### src/rtl/sprite_blitter.sv
`default_nettype none
// ============================================================================
// Module  : sprite_blitter
// Purpose : Per-frame back-buffer clear followed by a clipped, transparent-aware
//           sprite copy, emitted as a one-pixel-per-cycle write stream.
// Revision: 1.0
// ============================================================================
module sprite_blitter #(
  parameter int          W           = 320,
  parameter int          H           = 240,
  parameter int          SPR_W       = 32,
  parameter int          SPR_H       = 32,
  parameter logic [7:0]  BG_COLOR    = 8'h00,
  parameter logic [7:0]  TRANSPARENT = 8'hFF,
  localparam int         AW          = $clog2(SPR_W*SPR_H)
) (
  input  logic          Clk,
  input  logic          Reset,
  input  logic          frame_start,
  input  logic [9:0]    Sprite_X,
  input  logic [9:0]    Sprite_Y,
  output logic [AW-1:0] rom_addr,
  input  logic [7:0]    rom_data,
  output logic [9:0]    draw_x,
  output logic [9:0]    draw_y,
  output logic [7:0]    draw_color,
  output logic          wr_en,
  output logic          busy,
  output logic          done
);

  localparam int TXW = (SPR_W > 1) ? $clog2(SPR_W) : 1;
  localparam int TYW = (SPR_H > 1) ? $clog2(SPR_H) : 1;
  localparam logic [9:0]     CX_LAST = 10'(W - 1);
  localparam logic [9:0]     CY_LAST = 10'(H - 1);
  localparam logic [TXW-1:0] TX_LAST = TXW'(SPR_W - 1);
  localparam logic [TYW-1:0] TY_LAST = TYW'(SPR_H - 1);

  typedef enum logic [2:0] {
    S_IDLE  = 3'd0,
    S_CLEAR = 3'd1,
    S_BLIT  = 3'd2,
    S_DRAIN = 3'd3,
    S_DONE  = 3'd4
  } state_t;

  state_t         r_state;
  logic [9:0]     r_sx0, r_sy0;
  logic [9:0]     r_cx, r_cy;
  logic [TXW-1:0] r_tx, r_tx_d;
  logic [TYW-1:0] r_ty, r_ty_d;
  logic           r_vld_d;
  logic           r_busy, r_done;
  logic [9:0]     r_last_x, r_last_y;
  logic [7:0]     r_last_c;

  logic [10:0]    w_px, w_py;
  logic           w_blit_wr;
  logic           w_wr;
  logic [9:0]     w_x, w_y;
  logic [7:0]     w_c;

  always_ff @(posedge Clk or negedge Reset) begin
    if (!Reset) begin
      r_state <= S_IDLE;
      r_sx0   <= '0;
      r_sy0   <= '0;
      r_cx    <= '0;
      r_cy    <= '0;
      r_tx    <= '0;
      r_ty    <= '0;
      r_tx_d  <= '0;
      r_ty_d  <= '0;
      r_vld_d <= 1'b0;
      r_busy  <= 1'b0;
      r_done  <= 1'b0;
    end else begin
      r_vld_d <= 1'b0;
      r_done  <= 1'b0;
      case (r_state)
        S_IDLE: begin
          if (frame_start) begin
            r_sx0   <= Sprite_X;
            r_sy0   <= Sprite_Y;
            r_cx    <= '0;
            r_cy    <= '0;
            r_busy  <= 1'b1;
            r_state <= S_CLEAR;
          end
        end
        S_CLEAR: begin
          if (r_cx == CX_LAST) begin
            r_cx <= '0;
            if (r_cy == CY_LAST) begin
              r_cy    <= '0;
              r_tx    <= '0;
              r_ty    <= '0;
              r_state <= S_BLIT;
            end else begin
              r_cy <= r_cy + 10'd1;
            end
          end else begin
            r_cx <= r_cx + 10'd1;
          end
        end
        S_BLIT: begin
          // Texel coordinates ride alongside the ROM's one-cycle read latency.
          r_tx_d  <= r_tx;
          r_ty_d  <= r_ty;
          r_vld_d <= 1'b1;
          if (r_tx == TX_LAST) begin
            r_tx <= '0;
            if (r_ty == TY_LAST) begin
              r_ty    <= '0;
              r_state <= S_DRAIN;
            end else begin
              r_ty <= r_ty + TYW'(1);
            end
          end else begin
            r_tx <= r_tx + TXW'(1);
          end
        end
        S_DRAIN: begin
          r_busy  <= 1'b0;
          r_done  <= 1'b1;
          r_state <= S_DONE;
        end
        S_DONE:  r_state <= S_IDLE;
        default: r_state <= S_IDLE;
      endcase
    end
  end

  // 11-bit sums so coordinates past the screen edge clip instead of wrapping.
  always_comb begin
    w_px      = {1'b0, r_sx0} + 11'(r_tx_d);
    w_py      = {1'b0, r_sy0} + 11'(r_ty_d);
    w_blit_wr = r_vld_d && (rom_data != TRANSPARENT) &&
                (w_px < 11'(W)) && (w_py < 11'(H));
    w_wr = (r_state == S_CLEAR);
    w_x  = r_cx;
    w_y  = r_cy;
    w_c  = BG_COLOR;
    if ((r_state == S_BLIT) || (r_state == S_DRAIN)) begin
      w_wr = w_blit_wr;
      w_x  = w_px[9:0];
      w_y  = w_py[9:0];
      w_c  = rom_data;
    end
  end

  always_ff @(posedge Clk or negedge Reset) begin
    if (!Reset) begin
      r_last_x <= '0;
      r_last_y <= '0;
      r_last_c <= '0;
    end else if (w_wr) begin
      r_last_x <= w_x;
      r_last_y <= w_y;
      r_last_c <= w_c;
    end
  end

  assign rom_addr   = AW'(int'(r_ty) * SPR_W + int'(r_tx));
  assign wr_en      = w_wr;
  assign draw_x     = w_wr ? w_x : r_last_x;
  assign draw_y     = w_wr ? w_y : r_last_y;
  assign draw_color = w_wr ? w_c : r_last_c;
  assign busy       = r_busy;
  assign done       = r_done;

endmodule
`default_nettype wire
### config.mk
export PLATFORM = sky130hd
export DESIGN_NAME = sprite_blitter
export DESIGN_NICKNAME = d
export VERILOG_FILES = /design/src/rtl/sprite_blitter.sv
export SDC_FILE = /design/constraint.sdc
export NUM_CORES = 1
export LEC_CHECK = 0
export BUFFER_PORTS_ARGS = -buffer_cell sky130_fd_sc_hd__buf_2
export CAP_MARGIN = 0
export CORE_MARGIN = 5
export CORE_UTILIZATION = 55
export DETAILED_ROUTE_END_ITERATION = 6
export GPL_TIMING_DRIVEN = 0
export MAX_ROUTING_LAYER = met4
export PLACE_DENSITY_LB_ADDON = 0.25
export SKIP_CTS_REPAIR_TIMING = 1
export SKIP_LAST_GASP = 1
export SLEW_MARGIN = 20
export SYNTH_ARGS = -nofsm -noshare
export SYNTH_HDL_FRONTEND = slang
export SYNTH_SLANG_ARGS = --single-unit
### constraint.sdc
create_clock -name Clk -period 3.95 [get_ports Clk]
set_input_delay 0.5925 -clock Clk [delete_from_list [all_inputs] [get_ports Clk]]
set_output_delay 0.5925 -clock Clk [all_outputs]
set_load 0.05 [all_outputs]
==> flow_metrics.tcl <==
set metrics [dict create \
    status "finished with violations" \
    failed_checks "setup timing" \
    drive_gt1_share_pct 29.0 \
    wirelength_um 12000 \
    cts_buffers 9 \
    coreArea_um2 8680 \
    clk_pin_slew_worst_paths_ps 90 \
    rsz0062_at_grt "yes" \
    power_density_nw_per_um2 296 \
    crit_type "register to primary output" \
    slew_headroom_pct 36.8 \
    cts_sinks 94 \
    die_area_um2 10900 \
    async_flop_share_pct 100 \
    antenna_found_initial 0 \
    grtUsageTotal_pct 22.3 \
    worst_ep_arrival_time_ps 3370 \
    fmax_mhz 252 \
    maxSlewViolCount 0 \
    port_buffers 71 \
    synth.avg_cell_area_um2 10.3 \
    first_pass_iters 5 \
    fin_tns_setup_ps -11.3 \
    fp.dieH_um 104 \
    layout_commonest_cell "dfrtp_1" \
    ys_seq_elements 94 \
    hold_viol_final 0 \
    synth_nets 522 \
    endpoint_kind "primary output" \
    cts_max_level 3 \
    ir_worst_vdd_mv 0.202 \
    cts_tree "built" \
    vias 3972 \
    yosysWarnings 0 \
    fin_crit_sh_pct 100 \
    worstPathRequired_ps 3360 \
    clkLatencyLatePin_ps 360 \
    grt_max_degree 49 \
    seq_area_frac_synth_pct 48.2 \
    min_period_ps 3960 \
    worst_slew_pin_slew_ps 934 \
    fin_nets 619 \
    clock-skew-final_ps 16.8 \
    worst_slack_ps -10.7 \
    floorplan.initialDensity_pct 56.2 \
    areaGrowthSynthToFinish_pct 23.6 \
    maxCapViolCount 0 \
    ioPinCount 72 \
    grt_pass1_wl_um 19400 \
    ys_types 48 \
    synth_edf_count 0 \
    hold_path_class "primary input to asynchronous set/reset pin" \
    setup_viol 2 \
    core.rowCount 34 \
    ys.flop_type "dfrtp_1" \
    clockBufferDepth 2 \
    gp_congestion 0.876 \
    synth_cells 473 \
    p_leak_nw 2.90 \
    die_w_um 104 \
    vias_per_cell 5.82 \
    mappedNetlistArea_um2 4880 \
    fillers 688 \
    drcViolationCount 0 \
    n_antenna_cell 0 \
    overflow 0 \
    wire_per_inst_um 17.6 \
    cp-start-kind "register" \
    post-route-util_pct 69.5 \
    antenna_left 0 \
    cp_max_fo 5 \
    hold_ws_ps 148 \
    layout_common_cells "94 x dfrtp_1, 62 x nand2_1, 54 x o21ai_0" \
    clk_root_buffer_cell "clkbuf_8" \
    first_iter_violations 215 \
    grt_pass1_vias 3864 \
    post-dp-hpwl_um 8530 \
]
==> routing by layer <==
metal	vias up	track usage (%)	wire length (um)
met5	-	-	0
met3	19	3.79	639
met1	1954	30.8	5290
met4	0	6.11	222
li1	1862	-	-
met2	137	34.5	5880
==> state kept, by name, indices dropped and copies added (netlist names) <==
name,cells
r_last_y,10
r_vld_d,1
done,1
r_state,3
r_ty,5
r_tx_d,5
r_cy,10
r_last_c,8
r_ty_d,5
busy,1
r_sx0,10
r_cx,10
r_tx,5
r_last_x,10
r_sy0,10
==> area by class of cell <==
type / count / area [um2] / share of cell area, %
buffer: 15 / 75.1 / 1.25
clock buffer: 13 / 159 / 2.64
clock inverter: 3 / 42.5 / 0.706
inverter: 20 / 75.1 / 1.25
multi-input combinational: 344 / 2500 / 41.4
sequential: 94 / 2350 / 39.0
tap: 108 / 135 / 2.24
timing repair buffer: 86 / 692 / 11.5
==> path summary, 6_finish.rpt <==
| check | end | start | slack (ps) | cells after the start |
|---|---|---|---|---|
| min reg2reg | r_last_x[2] | r_last_x[2] | 510 | 1 |
| max | draw_x[1] | r_ty_d[0] | -10 | 13 |
| min in group Clk | r_sy0[7] | Sprite_Y[7] | 460 | 2 |
| max in group asynchronous | r_sy0[4] | Reset | 3220 | 2 |
| min | r_last_x[2] | Reset | 150 | 1 |
| max reg2reg | r_last_y[1] | r_ty_d[0] | 880 | 13 |
==> Yosys cell counts (5+ instances only) <==
cell | number | area (um2)
a21oi_1 | 5 | 25.0
a22o_1 | 5 | 43.8
and3_1 | 11 | 68.8
clkbuf_1 | 13 | 48.8
dfrtp_1 | 94 | 2350
ha_1 | 16 | 200
inv_1 | 20 | 75.1
mux2_1 | 17 | 191
mux2_2 | 27 | 304
mux2i_1 | 10 | 100
nand2_1 | 62 | 233
nand2b_1 | 7 | 43.8
nand3_1 | 13 | 65.1
nand4_1 | 7 | 43.8
nor2_1 | 30 | 113
nor2b_1 | 8 | 50.1
o21ai_0 | 55 | 275
o31ai_1 | 10 | 75.1
xnor2_1 | 8 | 70.1
xor2_1 | 9 | 78.8
==> through the flow <==
stage          total power, mW  std cells  cell area [um2]  setup slack [ps]
2_1_floorplan             1.07        473             4880              9.14
3_3_place_gp              1.12        652             5370               111
3_5_place_dp              1.13        653             5400              74.5
4_1_cts                   1.78        669             5610              -315
5_1_grt                   1.85        683             6030              -127
6_report                  1.79        683             6030             -10.7
==> cells by family after synthesis <==
kind of cell,Yosys count,share of synthesized area [%]
and+or+nand+nor,161,16.3
adders and majority gates,18,4.92
buffers and inverters,35,3.00
xor gates and xnor gates,17,3.05
AOI/OAI and AO/OA,94,12.3
DFF,94,48.2
muxes,54,12.2
==> critical path, stage by stage, from the launching register on <==
cell	delay (ps)
dfrtp_1	370
ha_2	200
inv_2	40
fa_2	330
nand2b_4	180
a21oi_4	170
o2111ai_2	140
xor2_2	260
nand4_2	170
o31ai_4	360
buf_4	170
buf_8	120
mux2_4	330
buf_8	160
==> where the power goes <==
group | leakage, nW | switching, mW | internal (mW) | total (mW)
Clock | 0.0996 | 0.330 | 0.327 | 0.657
Sequential | 1.20 | 0.0189 | 0.981 | 1.00
Combinational | 1.61 | 0.0736 | 0.0546 | 0.128
(Power assumes the default switching activity.)
